--- src/rtl/prism_state_engine.sv ---
// ============================================================================
// prism_state_engine
// ----------------------------------------------------------------------------
// Execution core of the PRISM peripheral. Runs a programmable state machine of
// up to eight states over the synchronized input pins. Each state's behaviour
// comes from one word of the latched config table. The engine drives the
// output pins, a 16-bit dwell counter and a sticky interrupt flag.
//
// Ports
//   clk        in   project clock
//   rst_n      in   asynchronous active-low reset
//   enable     in   run control; low returns the engine to idle on the next edge
//   cfg_busy   in   config loader mid-write; high freezes state/count/out_data
//   config_bus in   WIDTH*DEPTH config table; state S word at [S*WIDTH +: WIDTH]
//   in_data    in   synchronized input pins
//   irq_clr    in   single-cycle clear strobe for irq
//   out_data   out  registered output pins
//   state      out  current state index
//   count      out  dwell counter for the current state
//   irq        out  sticky interrupt flag
//
// Config word fields (bits [79:42] reserved):
//   [2:0] jmpA  [5:3] jmpB  [8:6] selA  [9] polA  [12:10] selB  [13] polB
//   [14] enB  [22:15] outv  [23] irq_on_entry  [24] cntA_en  [40:25] cmp
//   [41] sat_stop
// ============================================================================
module prism_state_engine #(
    parameter int WIDTH = 80,
    parameter int DEPTH = 8
) (
    input  logic                   clk,
    input  logic                   rst_n,
    input  logic                   enable,
    input  logic                   cfg_busy,
    input  logic [WIDTH*DEPTH-1:0] config_bus,
    input  logic [7:0]             in_data,
    input  logic                   irq_clr,
    output logic [7:0]             out_data,
    output logic [2:0]             state,
    output logic [15:0]            count,
    output logic                   irq
);

    // Only the low 42 bits of each word carry meaning; the rest is reserved.
    localparam int USED = 42;

    // What the engine does on the coming clock edge, in priority order.
    typedef enum logic [1:0] {
        ACT_IDLE,
        ACT_FROZEN,
        ACT_JUMP,
        ACT_DWELL
    } stepAction_e;

    logic [2:0]      r_state;
    logic [15:0]     r_count;
    logic [7:0]      r_outData;
    logic            r_irq;

    logic [USED-1:0] w_curWord;
    logic [USED-1:0] w_tgtWord;
    logic [2:0]      w_jmpA;
    logic [2:0]      w_jmpB;
    logic [2:0]      w_selA;
    logic            w_polA;
    logic [2:0]      w_selB;
    logic            w_polB;
    logic            w_enB;
    logic [7:0]      w_curOutv;
    logic            w_cntAEn;
    logic [15:0]     w_cmp;
    logic            w_satStop;
    logic            w_condA;
    logic            w_condB;
    logic [2:0]      w_targetRaw;
    logic [2:0]      w_target;
    logic [7:0]      w_tgtOutv;
    logic            w_tgtIrq;
    stepAction_e     w_action;

    // Only the used field range is sliced out, so the reserved bits never
    // reach any logic.
    assign w_curWord = config_bus[int'(r_state)*WIDTH +: USED];
    assign w_tgtWord = config_bus[int'(w_target)*WIDTH +: USED];

    assign w_jmpA    = w_curWord[2:0];
    assign w_jmpB    = w_curWord[5:3];
    assign w_selA    = w_curWord[8:6];
    assign w_polA    = w_curWord[9];
    assign w_selB    = w_curWord[12:10];
    assign w_polB    = w_curWord[13];
    assign w_enB     = w_curWord[14];
    assign w_curOutv = w_curWord[22:15];
    assign w_cntAEn  = w_curWord[24];
    assign w_cmp     = w_curWord[40:25];
    assign w_satStop = w_curWord[41];

    assign w_tgtOutv = w_tgtWord[22:15];
    assign w_tgtIrq  = w_tgtWord[23];

    // Condition A may additionally be gated on the dwell count, so a state can
    // wait for an exact number of cycles before following exit A.
    assign w_condA = (in_data[w_selA] ^ w_polA) & (~w_cntAEn | (r_count == w_cmp));
    assign w_condB = w_enB & (in_data[w_selB] ^ w_polB);

    // Exit A wins over exit B. A target outside the populated table falls
    // back to state 0 so a bad config can never strand the engine.
    assign w_targetRaw = w_condA ? w_jmpA : w_jmpB;
    assign w_target    = ({1'b0, w_targetRaw} >= 4'(DEPTH)) ? 3'd0 : w_targetRaw;

    // Disable beats a config write in progress, which beats normal stepping.
    always_comb begin
        w_action = ACT_DWELL;
        if (!enable) begin
            w_action = ACT_IDLE;
        end else if (cfg_busy) begin
            w_action = ACT_FROZEN;
        end else if (w_condA || w_condB) begin
            w_action = ACT_JUMP;
        end
    end

    // All engine state lives here. On a jump the outputs take the target
    // state's pattern at once; while dwelling they track the current word, so
    // a live reconfig of the current state shows up on the pins immediately.
    // irq sits outside the action case because it is independent of enable
    // and cfg_busy: only an entry event sets it, and a set in the same cycle
    // as a clear strobe must win.
    always_ff @(posedge clk or negedge rst_n) begin
        if (!rst_n) begin
            r_state   <= 3'd0;
            r_count   <= 16'd0;
            r_outData <= 8'h00;
            r_irq     <= 1'b0;
        end else begin
            case (w_action)
                ACT_IDLE: begin
                    r_state   <= 3'd0;
                    r_count   <= 16'd0;
                    r_outData <= 8'h00;
                end
                ACT_FROZEN: begin
                    r_state   <= r_state;
                    r_count   <= r_count;
                    r_outData <= r_outData;
                end
                ACT_JUMP: begin
                    r_state   <= w_target;
                    r_count   <= 16'd0;
                    r_outData <= w_tgtOutv;
                end
                default: begin
                    if (w_satStop && (r_count == w_cmp)) begin
                        r_count <= r_count;
                    end else if (r_count != 16'hFFFF) begin
                        r_count <= r_count + 16'd1;
                    end
                    r_outData <= w_curOutv;
                end
            endcase

            if ((w_action == ACT_JUMP) && w_tgtIrq) begin
                r_irq <= 1'b1;
            end else if (irq_clr) begin
                r_irq <= 1'b0;
            end
        end
    end

    assign out_data = r_outData;
    assign state    = r_state;
    assign count    = r_count;
    assign irq      = r_irq;

endmodule

--- config.mk ---
export PLATFORM = sky130hd
export DESIGN_NAME = prism_state_engine
export DESIGN_NICKNAME = d
export VERILOG_FILES = /design/src/rtl/prism_state_engine.sv
export SDC_FILE = /design/constraint.sdc
export NUM_CORES = 1
export LEC_CHECK = 0
export CORE_AREA = 2 2 266 268
export DETAILED_ROUTE_END_ITERATION = 8
export DIE_AREA = 0 0 268 270
export GPL_ROUTABILITY_DRIVEN = 1
export GPL_TIMING_DRIVEN = 0
export HOLD_SLACK_MARGIN = 0.15
export MAX_ROUTING_LAYER = met4
export PLACE_DENSITY = 0.3
export REMOVE_ABC_BUFFERS = 1
export SLEW_MARGIN = 20
export SYNTH_ARGS = -nofsm -noshare
export SYNTH_HDL_FRONTEND = slang
export SYNTH_SLANG_ARGS = --single-unit
export TNS_END_PERCENT = 20
--- constraint.sdc ---
create_clock -name clk -period 5.7 [get_ports clk]
set_input_delay 0.57 -clock clk [delete_from_list [all_inputs] [get_ports clk]]
set_output_delay 0.57 -clock clk [all_outputs]
set_load 0.005 [all_outputs]
# Yosys cells after proc, flatten, opt, wreduce, memory -nomap -nowiden
# Cells that the tools add are included.
[word_totals] regBits=28 out_inout_bits=28
[classes] addsub=1 multipliers=2 n_lt_le_gt_ge=2 n_eq_ne=5 shifts=2 n_mux=15 bitwise=7 reduce_logical=9
[op_table] operator="variable part select 640 x 11 -> 24 bit" count=1
[op_table] operator="variable part select 640 x 11 -> 42 bit" count=1
[op_table] operator="2-to-1 mux 16 bit" count=2
[op_table] operator="one-hot mux 16 bit (2 select lines)" count=1
[op_table] operator="one-hot mux 8 bit (3 select lines)" count=1
[op_table] operator="adder 16 x 1 -> 16 bit (second input constant)" count=1
[op_table] operator="== test 16 bit" count=1
[op_table] operator="inequality test 16 bit (second input constant)" count=1
[op_table] operator="multiplier 3 x 3 -> 6 bit (second input constant)" count=2
[op_table] operator="< comparator 3 x 4 -> 1 bit (second input constant)" count=2
[op_table] operator="binary-select mux 1 bit (select 3 bit)" count=2
[op_table] operator="one-hot mux 3 bit (2 select lines)" count=1
[op_table] operator="nonzero test 2 bit" count=3
[op_table] operator="2-to-1 mux 1 bit" count=5
[op_table] operator="2-to-1 mux 2 bit" count=2
[op_table] operator="2-to-1 mux 3 bit" count=1
[op_table] operator="AND reduction 3 bit" count=1
[op_table] operator="bitwise AND 1 bit" count=2
[op_table] operator="== test 2 x 1 -> 1 bit (second input constant)" count=1
[op_table] operator="== test 2 bit (second input constant)" count=1
[op_table] operator="logical AND 1 bit" count=2
[op_table] operator="zero test 2 bit" count=1
[op_table] operator="inequality test 2 bit (second input constant)" count=1
[op_table] operator="inverter 1 bit" count=2
[op_table] operator="other kinds (4)" count=5

# Logic depth before layout (Yosys ltp)
# Gate-level depths: netlist of the first run.
[depth] depth_word=14 ltp_mapped=17

# Worst setup path before layout of the first run
# Ideal clock, no wire load.
[synth_path] path_type="register to register" start="register r_state[0], in the netlist state[0]" end="register r_irq, in the netlist irq" arrival_time_ns=3.561 required_time_ns=5.576 path_slack_ns=2.015 path_stages_with_launch=16 period_less_slack_ns=3.685 path_cell_list="dfrtp_1 buf_6 buf_12 buf_8 buf_4 mux2i_1 a221oi_1 xor2_1 nor4_1 a31oi_1 or3_1 buf_6 mux2i_1 mux4_1 nor2b_1 a211o_1"
[synth_via] elab_chain_len=13
[synth_lines] item="start: declaration" line="55" rtl="logic [2:0] r_state;"
[synth_lines] item="start signal: assignment" line="143" rtl="r_state <= r_state;"
[synth_lines] item="start signal: assignment" line="148" rtl="r_state <= w_target;"
[synth_lines] item="multiplier 3 x 3 -> 6 bit (*)" line="83" rtl="assign w_curWord = config_bus[int'(r_state)*WIDTH +: USED];"
[synth_lines] item="variable part select 640 x 11 -> 42 bit (*)" line="83"
[synth_lines] item="branches (longest 9 deep; another with multiplier 3 x 3 -> 6 bit)"
[synth_lines] item="logical AND 1 bit (*)" line="162" rtl="if ((w_action == ACT_JUMP) && w_tgtIrq) begin"
[synth_lines] item="2-to-1 mux 1 bit / nonzero test 2 bit (equally long branches)"
[synth_lines] item="end signal: assignment" line="134" rtl="r_irq <= 1'b0;"
[synth_lines] item="end signal: assignment" line="163" rtl="r_irq <= 1'b1;"
[synth_lines] item="end signal: assignment" line="165" rtl="r_irq <= 1'b0;"
[synth_lines] item="end: declaration" line="58" rtl="logic r_irq;"
# Every way passes the cells marked *. The select of a mux whose other input is x is not followed.
# A chain may end at the register's enable or synchronous reset.

# Worst setup path in the final report of the first run
[layout_path] start="register r_state[2], in the netlist state[2]" end="register r_irq, in the netlist irq"
# The elaborated chain is that of the path after synthesis.

==> results of run 1 <==
==> area by class of cell <==
class | instances | share of cell area (%)
clock buffer | 3 | 0.725
timing repair buffer | 385 | 38.4
sequential | 28 | 6.88
clock inverter | 1 | 0.290
inverter | 7 | 0.254
tap | 940 | 11.4
multi-input combinational | 432 | 42.0
antenna | 6 | 0.145
==> power by group through the flow <==
stage / Sequential, uW / Combinational [uW] / Clock, uW
floorplan: 429 / 1350 / 0
CTS: 358 / 2450 / 256
finish: 351 / 2400 / 234
detailed placement: 362 / 2440 / 0
global placement: 546 / 2270 / 0
global route: 366 / 2610 / 254
==> worst max-delay path by stage <==
stage,start,end,slack (ns),depth (start not counted)
6_report,state[2],irq,0.39,13
3_5_place_dp,state[2],out_data[3],-0.40,12
5_1_grt,state[2],irq,0.05,13
4_1_cts,state[2],irq,0.07,13
2_1_floorplan,state[0],irq,-2.58,11
3_3_place_gp,state[0],irq,-7.40,11
==> metal layers <==
metal	track usage [%]	part of all wire (%)	routed length, um
met1	12.7	47	16500
met2	16.1	47	16700
met3	1.99	5.6	1990
met4	0.956	0.56	199
met5	-	0	0
==> worst max-delay path: stages (launching register included) <==
cell and delay [ns]:
dfrtp_4 0.61, buf_16 0.26, and2_1 0.41, a22o_1 0.29
a221oi_1 0.37, xor2_1 0.12, nor4_1 0.51, a31oi_1 0.34
or3_4 0.59, mux2i_4 0.38, buf_8 0.24, mux4_1 0.59
nor2b_1 0.15, a211o_1 0.27
==> placed cells by master, fill, tap and decap left out, types with 3 or more instances in the layout <==
cell / instances
clkdlybuf4s50_1: 375
mux2i_1: 108
mux4_2: 62
nand2_1: 38
dfrtp_1: 25
nand3_1: 18
nor2_1: 16
xor2_1: 14
and3_1: 13
a22o_1: 10
xnor2_1: 10
a211oi_1: 10
a21oi_1: 9
o22ai_1: 9
o21ai_0: 8
nand2b_1: 8
mux2_2: 7
inv_1: 7
o32a_1: 7
diode_2: 6
buf_16: 6
and2_1: 5
nor4_1: 5
a22oi_1: 4
a221oi_1: 4
a221oi_2: 4
nor2b_1: 4
nor3_1: 4
o221ai_1: 4
nand4_1: 3
a31oi_1: 3
clkbuf_16: 3
dfrtp_4: 3
==> cells by family after synthesis <==
group | after synthesis | share of synthesized area (%)
AOI/OAI and AO/OA | 96 | 14.5
muxes | 182 | 49.8
adders and majority gates | 1 | 0.236
DFF | 28 | 13.2
and+or+nand+nor | 129 | 12.3
buffers and inverters | 49 | 6.03
xor gates and xnor gates | 24 | 3.97
==> registers in the layout, indices dropped and copies added (netlist names) <==
register,flops
count,16
out_data,8
state,3
irq,1
==> per-stage QoR <==
step	util (%)	total power (uW)	setup slack [ns]	TNS, ns
finish	14.9	2980	0.393	0
global route	14.9	3220	0.0480	0
CTS	14.8	3070	0.0705	0
detailed placement	14.7	2800	-0.401	-2.74
global placement	14.3	2820	-7.40	-173.07
floorplan	-	1780	-2.58	-45.28
==> repair_timing <==
item / CTS / global route
gates resized for setup: 2 / 5
cloned: 0 / 0
endpoints found under the setup margin: 14 / 6
==> results.md, run 1 <==
* Max Cap Viol at 0
* Share of the synthesized area in the top cell type at 26.4%
* Gate Count Post-Synth at 509
* Routed len/inst at 19.6 um
* Largest net degree at the start of global routing at 40
* R2R Setup Slk at 0.39 ns
* Initial Util at 7.61%
* Layout cells sized above 1 at 12.6%
* RSZ-0062 raised after global routing: false
* Die W at 268 um
* Slew HR at 32.4%
* Die Y-Extent at 270 um
* Worst endpoint required time at 5.89 ns
* Crit start category: flip-flop
* Internal power at 1600 uW
* Core ar. at 0.0695 mm^2
* Routed Antenna Nets at 0
* Io pins at 681
* Number of global-route vias before repair at 6526
* Final #Nets at 1511
* First-pass GRT wire length at 49.0 mm
* CP Max Fanout at 39
* Slew @ Worst Pin at 1.01 ns
* Area contributors post-synth: mux4_2 (26%), mux2i_1 (21%), dfrtp_1 (13%)
* DRT Pass-1 Iters at 6
* Sw power at 1380 uW
* Synth unique cells at 64
* Clk network pwr share at 7.9%
* Net Sw Frac at 46.4%
* Sequential power share at 11.8%
* GRT Total Usage at 9.78%
* Sink Count at 28
* FFs w/ async S/R, synth at 100%
* Final Hold Slack at 0.230 ns
* Worst EP arrival at 5.50 ns
* Vias/cell at 3.28
* Grt ovf at 0
* Ys Warns at 0
* Crit share post-route at 93.1%
* Post-Route WL at 35.4 mm
* Num rows at 97
* Netlist Area Pre-Place at 0.00530 mm^2
* TritonCTS Buffers at 3
* Most frequent cell after synthesis: mux2i_1
* Comb pwr share at 80.4%
* Clk_skew at 0.0168 ns
* Leakage power at 0.00335 uW
* Buffers on Ports at 376
* Worst Hold Class: in2async
* Dominant synthesized flop cell: dfrtp_1
* Power Density at 288 mW/mm^2
* Initial DRC Count at 260
* Die area at 0.0724 mm^2
* Outcome: finished clean
* Critical path type: reg2reg
* CTS tree: yes
* Register bit total from synthesis at 28
* Post-synth top cells: mux2i_1 (109), mux4_2 (62), nand2_1 (38)
* Peak supply drop at 0.144 mV
* Worst-case clock buffer depth at 2
* Post-synth top area cell: mux4_2
* Area of the multi-input gates at 0.00434 mm^2
* Via count at 5911
* DR DRC count at 0
* Placed cells at 1792
* Final setup violation count at 0
* Crit. End Element: flip-flop
* Max Freq at 188 MHz
* Clock Root Buffer: clkbuf_16
* Area Overhead vs Synth at 95.5%
* Avg Inst Size Synth at 10.4 um^2
* Clk Latency, worst-skew pair at 0.29 ns
* Worst-path clk slew at 0.09 ns
* Register area at 712 um^2
* Gpl congestion at 0.727
* Fill cells at 7798
* Initial antenna violation count at 3
* Post-synth EDFFs at 0
* Reg-to-Reg End: irq
* Reg2reg start: state[2]
* Min Tclk post-route at 5.31 ns
* Seq/Total Area, Yosys at 13.2%
* Post-DP Area at 0.0102 mm^2
* Hpwl dp at 30.6 mm
* Slew Limit Fails at 0
* R2r worst-path depth at 13
* Finished Layout Cells at 1802
* H-tree depth at 1
* Setup bufs post-CTS at 0
* Final hold viol count at 0
* Final instance area at 0.0104 mm^2
* CTS Hold Bufs at 0
(Power assumes the default switching activity.)
==> run 2, diff against run 1 <==
--- a/config.mk
+++ b/config.mk
@@ -6,6 +6,7 @@
 export NUM_CORES = 1
 export LEC_CHECK = 0
 export CORE_AREA = 2 2 266 268
+export CTS_CLUSTER_SIZE = 25
 export DETAILED_ROUTE_END_ITERATION = 8
 export DIE_AREA = 0 0 268 270
 export GPL_ROUTABILITY_DRIVEN = 1
==> results of run 2 <==
The final DEF is identical to that of run 1; final timing and power are the same.
